==> src/rtl/muestreo_pkg.sv <==
`default_nettype none
// ============================================================================
// muestreo_pkg : shared widths, state encoding and defaults for the ADC sampler
// Rev 1.0
// ============================================================================
package muestreo_pkg;

  localparam int SAMPLE_W = 25;

  localparam int DEF_PERIOD     = 1000;
  localparam int DEF_SCLK_HALF  = 4;
  localparam int DEF_FRAME_BITS = 16;
  localparam int DEF_ADC_BITS   = 12;
  localparam int DEF_SHIFT      = 8;

  localparam logic [1:0] ST_IDLE  = 2'd0;
  localparam logic [1:0] ST_SETUP = 2'd1;
  localparam logic [1:0] ST_SHIFT = 2'd2;
  localparam logic [1:0] ST_DONE  = 2'd3;

endpackage : muestreo_pkg
`default_nettype wire

==> src/rtl/adc_a_q.sv <==
`default_nettype none
// ============================================================================
// adc_a_q : offset-binary ADC code to left-shifted 25-bit two's complement
// Rev 1.0
// ============================================================================
module adc_a_q
  import muestreo_pkg::*;
#(
  parameter int ADC_BITS = DEF_ADC_BITS,
  parameter int SHIFT    = DEF_SHIFT
) (
  input  logic [ADC_BITS-1:0] code,
  output logic [SAMPLE_W-1:0] sample
);

  logic [ADC_BITS-1:0] s;
  logic [SAMPLE_W-1:0] ext;

  // Inverting the MSB turns offset binary into two's complement.
  assign s = {~code[ADC_BITS-1], code[ADC_BITS-2:0]};

  generate
    if (ADC_BITS < SAMPLE_W) begin : g_ext
      assign ext = {{(SAMPLE_W-ADC_BITS){s[ADC_BITS-1]}}, s};
    end else begin : g_full
      assign ext = s;
    end
  endgenerate

  assign sample = ext << SHIFT;

endmodule : adc_a_q
`default_nettype wire

==> src/rtl/muestreador_adc.sv <==
`default_nettype none
// ============================================================================
// muestreador_adc : periodic 3-wire SPI ADC reader producing a strobed sample
// Rev 1.0
// ============================================================================
module muestreador_adc
  import muestreo_pkg::*;
#(
  parameter int PERIOD     = DEF_PERIOD,
  parameter int SCLK_HALF  = DEF_SCLK_HALF,
  parameter int FRAME_BITS = DEF_FRAME_BITS,
  parameter int ADC_BITS   = DEF_ADC_BITS,
  parameter int SHIFT      = DEF_SHIFT
) (
  input  logic                clk,
  input  logic                rst,
  input  logic                enable,
  input  logic                sdata,
  output logic                cs_n,
  output logic                sclk,
  output logic                tx,
  output logic [SAMPLE_W-1:0] u
);

  localparam int PW = $clog2(PERIOD);
  localparam int HW = $clog2(SCLK_HALF + 1);
  localparam int BW = $clog2(FRAME_BITS + 1);

  localparam logic [PW-1:0] P_LAST = PW'(PERIOD - 1);
  localparam logic [HW-1:0] H_LAST = HW'(SCLK_HALF - 1);
  localparam logic [BW-1:0] B_LAST = BW'(FRAME_BITS);

  generate
    if (PERIOD < 16 || PERIOD < SCLK_HALF*(2*FRAME_BITS+1)+4) begin : g_bad_period
      $error("muestreador_adc: PERIOD too short for one frame");
    end
    if (SCLK_HALF < 1) begin : g_bad_half
      $error("muestreador_adc: SCLK_HALF must be at least 1");
    end
    if (ADC_BITS + SHIFT > SAMPLE_W || ADC_BITS < 2 || ADC_BITS > FRAME_BITS) begin : g_bad_width
      $error("muestreador_adc: ADC_BITS/SHIFT do not fit the sample grid");
    end
  endgenerate

  logic [1:0]          state;
  logic [PW-1:0]       pcnt;
  logic [HW-1:0]       hcnt;
  logic [BW-1:0]       bcnt;
  logic [ADC_BITS-1:0] sreg;
  logic [SAMPLE_W-1:0] u_next;

  // Leading header bits fall off the top, leaving exactly the code bits.
  adc_a_q #(
    .ADC_BITS (ADC_BITS),
    .SHIFT    (SHIFT)
  ) u_conv (
    .code   (sreg),
    .sample (u_next)
  );

  always_ff @(posedge clk or posedge rst) begin
    if (rst) begin
      pcnt <= '0;
    end else if (enable || state != ST_IDLE) begin
      pcnt <= (pcnt == P_LAST) ? '0 : pcnt + 1'b1;
    end else begin
      pcnt <= '0;
    end
  end

  always_ff @(posedge clk or posedge rst) begin
    if (rst) begin
      state <= ST_IDLE;
      cs_n  <= 1'b1;
      sclk  <= 1'b1;
      tx    <= 1'b0;
      u     <= '0;
      hcnt  <= '0;
      bcnt  <= '0;
      sreg  <= '0;
    end else begin
      tx <= 1'b0;
      case (state)
        ST_IDLE: begin
          if (enable && pcnt == '0) begin
            state <= ST_SETUP;
            cs_n  <= 1'b0;
            hcnt  <= '0;
            bcnt  <= '0;
          end
        end
        ST_SETUP: begin
          if (hcnt == H_LAST) begin
            hcnt  <= '0;
            sclk  <= 1'b0;
            state <= ST_SHIFT;
          end else begin
            hcnt <= hcnt + 1'b1;
          end
        end
        ST_SHIFT: begin
          if (hcnt == H_LAST) begin
            hcnt <= '0;
            if (!sclk) begin
              // Sample on the edge that raises sclk; the ADC moved on the fall.
              sclk <= 1'b1;
              sreg <= {sreg[ADC_BITS-2:0], sdata};
              bcnt <= bcnt + 1'b1;
            end else if (bcnt == B_LAST) begin
              cs_n  <= 1'b1;
              state <= ST_DONE;
            end else begin
              sclk <= 1'b0;
            end
          end else begin
            hcnt <= hcnt + 1'b1;
          end
        end
        ST_DONE: begin
          tx    <= 1'b1;
          u     <= u_next;
          state <= ST_IDLE;
        end
        default: state <= ST_IDLE;
      endcase
    end
  end

endmodule : muestreador_adc
`default_nettype wire

==> config.mk <==
export PLATFORM = sky130hd
export DESIGN_NAME = muestreador_adc
export DESIGN_NICKNAME = d
export VERILOG_FILES = /design/src/rtl/muestreo_pkg.sv /design/src/rtl/adc_a_q.sv /design/src/rtl/muestreador_adc.sv
export SDC_FILE = /design/constraint.sdc
export NUM_CORES = 1
export LEC_CHECK = 0
export CORE_ASPECT_RATIO = 2
export CORE_MARGIN = 1.5
export CORE_UTILIZATION = 43
export CTS_CLUSTER_DIAMETER = 30
export CTS_CLUSTER_SIZE = 14
export DETAILED_ROUTE_END_ITERATION = 8
export PLACE_DENSITY = 0.74
export SLEW_MARGIN = 40
export SYNTH_ARGS = -nofsm -noshare
export SYNTH_HDL_FRONTEND = slang
export SYNTH_SLANG_ARGS = --single-unit
export TNS_END_PERCENT = 1
==> constraint.sdc <==
create_clock -name clk -period 5.2 [get_ports clk]
set_input_delay 1.3 -clock clk [delete_from_list [all_inputs] [get_ports clk]]
set_output_delay 1.3 -clock clk [all_outputs]
set_load 0.01 [all_outputs]
==> results.py <==
metrics = {
    "die": {
        "io_pins": 32,
        "die_w_um": 54.9,
        "core-area_mm2": 0.00518,
        "initial_core_util_pct": 44.7,
        "die_y_um": 107,
        "rows": 37,
        "die_area_mm2": 0.00587,
    },
    "worst_setup_path": {
        "worst_setup_path_end_kind": "flop",
        "path_class": "input port to flop",
        "crit_chain": "clkdlybuf4s50_1, nand4bb_2, o31ai_4, o21ai_2, a221o_1",
        "cp.required_ps": 5400,
        "cp_slowest_cell": "o31ai_4",
        "crit_arrival_ps": 3070,
        "cp-start-kind": "input port",
        "critPathMaxFanout": 13,
        "slowest_delay_ps": 550,
    },
    "timing": {
        "hold_viol_final": 0,
        "max_freq_mhz": 349,
        "max_slew_margin_pct": 59.3,
        "finalCritPeriodShare_pct": 55.1,
        "fin_worst_skew_ps": 9.99,
        "final_max_slew_viol_count": 0,
        "setup_viol": 0,
        "rsz0062_at_grt": "no",
        "setup_tns_ps": 0,
        "tightest_slew_ps": 611,
        "min_period_ps": 2860,
    },
    "clock_network": {
        "clk_path_buf_depth": 2,
        "postCtsHoldBufs": 0,
        "numCtsBuffers": 5,
        "cts_tree": "done",
        "post_cts_buffers": 0,
        "htreeDepth": 2,
        "cts-resized-gates": 0,
        "ctsRootBufferMaster": "clkbuf_8",
        "cts.sinks": 47,
        "clk_pin_slew_ps": 90,
        "worstSkewPairLatency_ps": 310,
    },
    "global_routing": {
        "antenna_found_initial": 0,
        "grt_overflow": 0,
        "grt_pass1_wl_um": 6880,
        "grt_pass1_vias": 1548,
        "grt_max_degree": 48,
        "grt.total_usage_pct": 16.3,
    },
    "synth": {
        "syn_area_per_cell_um2": 11.8,
        "ys.flop_type": "dfrtp_1",
        "synth_top_cells_by_area": "dfrtp_1 (49%), mux2_2 (9.7%), ha_1 (5.4%)",
        "synth_top_cell_area_share_pct": 48.6,
        "ys_ff_latch": 47,
        "ys_types": 44,
        "synth-edff-count": 0,
        "synth_most_common_cell": "dfrtp_1",
        "syn_area_mm2": 0.00232,
        "async_reset_ff_share_pct": 100,
        "ys.warnings.count": 0,
        "synth_top_cell_by_area": "dfrtp_1",
        "synth-seq-area-share_pct": 50.8,
        "synthCells": 197,
        "synth_common_cells": "dfrtp_1 (45), mux2_2 (20), nor2_1 (17), buf_4 (14), inv_1 (11)",
    },
    "run": {
        "maxCapViolCount": 0,
    },
    "layout": {
        "num_antenna_cells": 0,
        "fin_util_pct": 51.1,
        "areaGrowthSynthToFinish_pct": 14.2,
        "nets": 231,
        "drive_above_1_share_pct": 19.3,
    },
    "placement": {
        "globalplace.congestion": 0.886,
        "place_hpwl_um": 2910,
        "io_buffers": 23,
    },
    "power_and_ir_drop": {
        "p_int_uw": 784,
        "power_leakage_uw": 0.00121,
        "power.share.combinational_pct": 35.2,
        "max-vdd-ir-drop_uv": 369,
        "p_sw_share_pct": 34.1,
        "power_density_mw_per_mm2": 449,
        "clock_power_share_pct": 23.8,
        "switchingPower_uw": 406,
        "p_seq_share_pct": 40.9,
    },
    "run_status": {
        "status": "completed",
    },
    "route": {
        "drtIter0Drc": 24,
        "wl_per_cell_um": 14.4,
        "dr.pass1.iters": 5,
        "wirelength_um": 3970,
        "route.detailed.drc": 0,
        "vias": 1468,
        "drtAntennaViolNets": 0,
        "via_per_inst": 5.32,
    },
    "worst_hold_path": {
        "hp-class": "flop to flop",
    },
}
registers in the layout, indices dropped and copies added, names as in the netlist:
register,count
cs_n,1
sclk,1
u,12
hcnt,3
pcnt,10
sreg,12
bcnt,5
tx,1
state,2
placed cells by master, fill, tap and decap left out, types with 2 or more instances in the layout:
| cell | count |
|---|---|
| or2_4 | 2 |
| a221o_1 | 2 |
| nor3_1 | 7 |
| a211o_1 | 2 |
| clkbuf_8 | 6 |
| clkdlybuf4s50_1 | 23 |
| and3_1 | 2 |
| xor2_1 | 3 |
| mux2_1 | 4 |
| nor2b_1 | 2 |
| o21ai_0 | 3 |
| inv_1 | 10 |
| ha_1 | 10 |
| a32o_1 | 2 |
| nand4_1 | 5 |
| a21oi_1 | 4 |
| xnor2_1 | 5 |
| conb_1 | 8 |
| and4_1 | 2 |
| mux2_2 | 20 |
| nand2_1 | 9 |
| nor2_1 | 16 |
| nand3_1 | 3 |
| dfrtp_1 | 45 |
| dfstp_2 | 2 |
area by class of cell:
| class | instances | area [um^2] |
|---|---|---|
| timing repair buffer | 23 | 230 |
| clock buffer | 6 | 82.6 |
| fill | 494 | 2540 |
| tap | 58 | 72.6 |
| inverter | 11 | 43.8 |
| multi-input combinational | 129 | 1000 |
| sequential | 47 | 1180 |
| clock inverter | 2 | 38.8 |
cells by family after synthesis:
| family | after synthesis | synth area share [%] |
|---|---|---|
| xor gates and xnor gates | 8 | 3.02 |
| DFF | 47 | 50.8 |
| AOI/OAI and AO/OA | 21 | 7.39 |
| muxes | 25 | 12.1 |
| adders and majority gates | 10 | 5.40 |
| other | 1 | 0.162 |
| and+or+nand+nor | 57 | 13.9 |
| buffers and inverters | 28 | 7.18 |
per-layer routing:
layer	GRT usage (%)	vias to the layer above	routed length [um]
met2	28.0	26	2250
li1	-	709	-
met4	7.32	0	102
met3	4.74	8	133
met1	17.4	725	1480
met5	0	-	0
power by group through the flow:
stage	clock, uW	sequential, uW	combinational, uW
finish	284	488	419
global route	304	495	471
CTS	291	488	426
detailed placement	0	495	426
global placement	0	493	412
floorplan	0	493	316
final timing paths:
kind,start,end,depth (start not counted),slack (ps)
min in group asynchronous,rst,u[8]$_DFFE_PP0P_,2,1400
max in group asynchronous,rst,pcnt[0]$_DFF_PP0_,2,3410
worst min-delay path,sreg[11]$_DFFE_PP0P_,u[19]$_DFFE_PP0P_,1,450
worst max-delay path,enable,bcnt[4]$_DFFE_PP0P_,5,2340
worst max register to register,state[0]$_DFFE_PP0P_,sreg[7]$_DFFE_PP0P_,5,2980
worst min register to register,sreg[11]$_DFFE_PP0P_,u[19]$_DFFE_PP0P_,1,450
worst max-delay path: cells and delay by family:
family,cells,cell delay [ps]
and+or+nand+nor,1,150
AOI/OAI and AO/OA,3,1090
buffers and inverters,1,520
per-stage QoR:
step	instance area, um^2	setup slack [ps]	total power (uW)	instances	hold WS [ps]
after detailed placement	2530	2010	921	268	441
after CTS	2650	2350	1210	276	450
final	2650	2340	1190	276	448
after floorplan	2340	2790	809	204	419
after global placement	2520	2040	905	268	430
after global routing	2650	2220	1270	276	468
(Power assumes the default switching activity.)
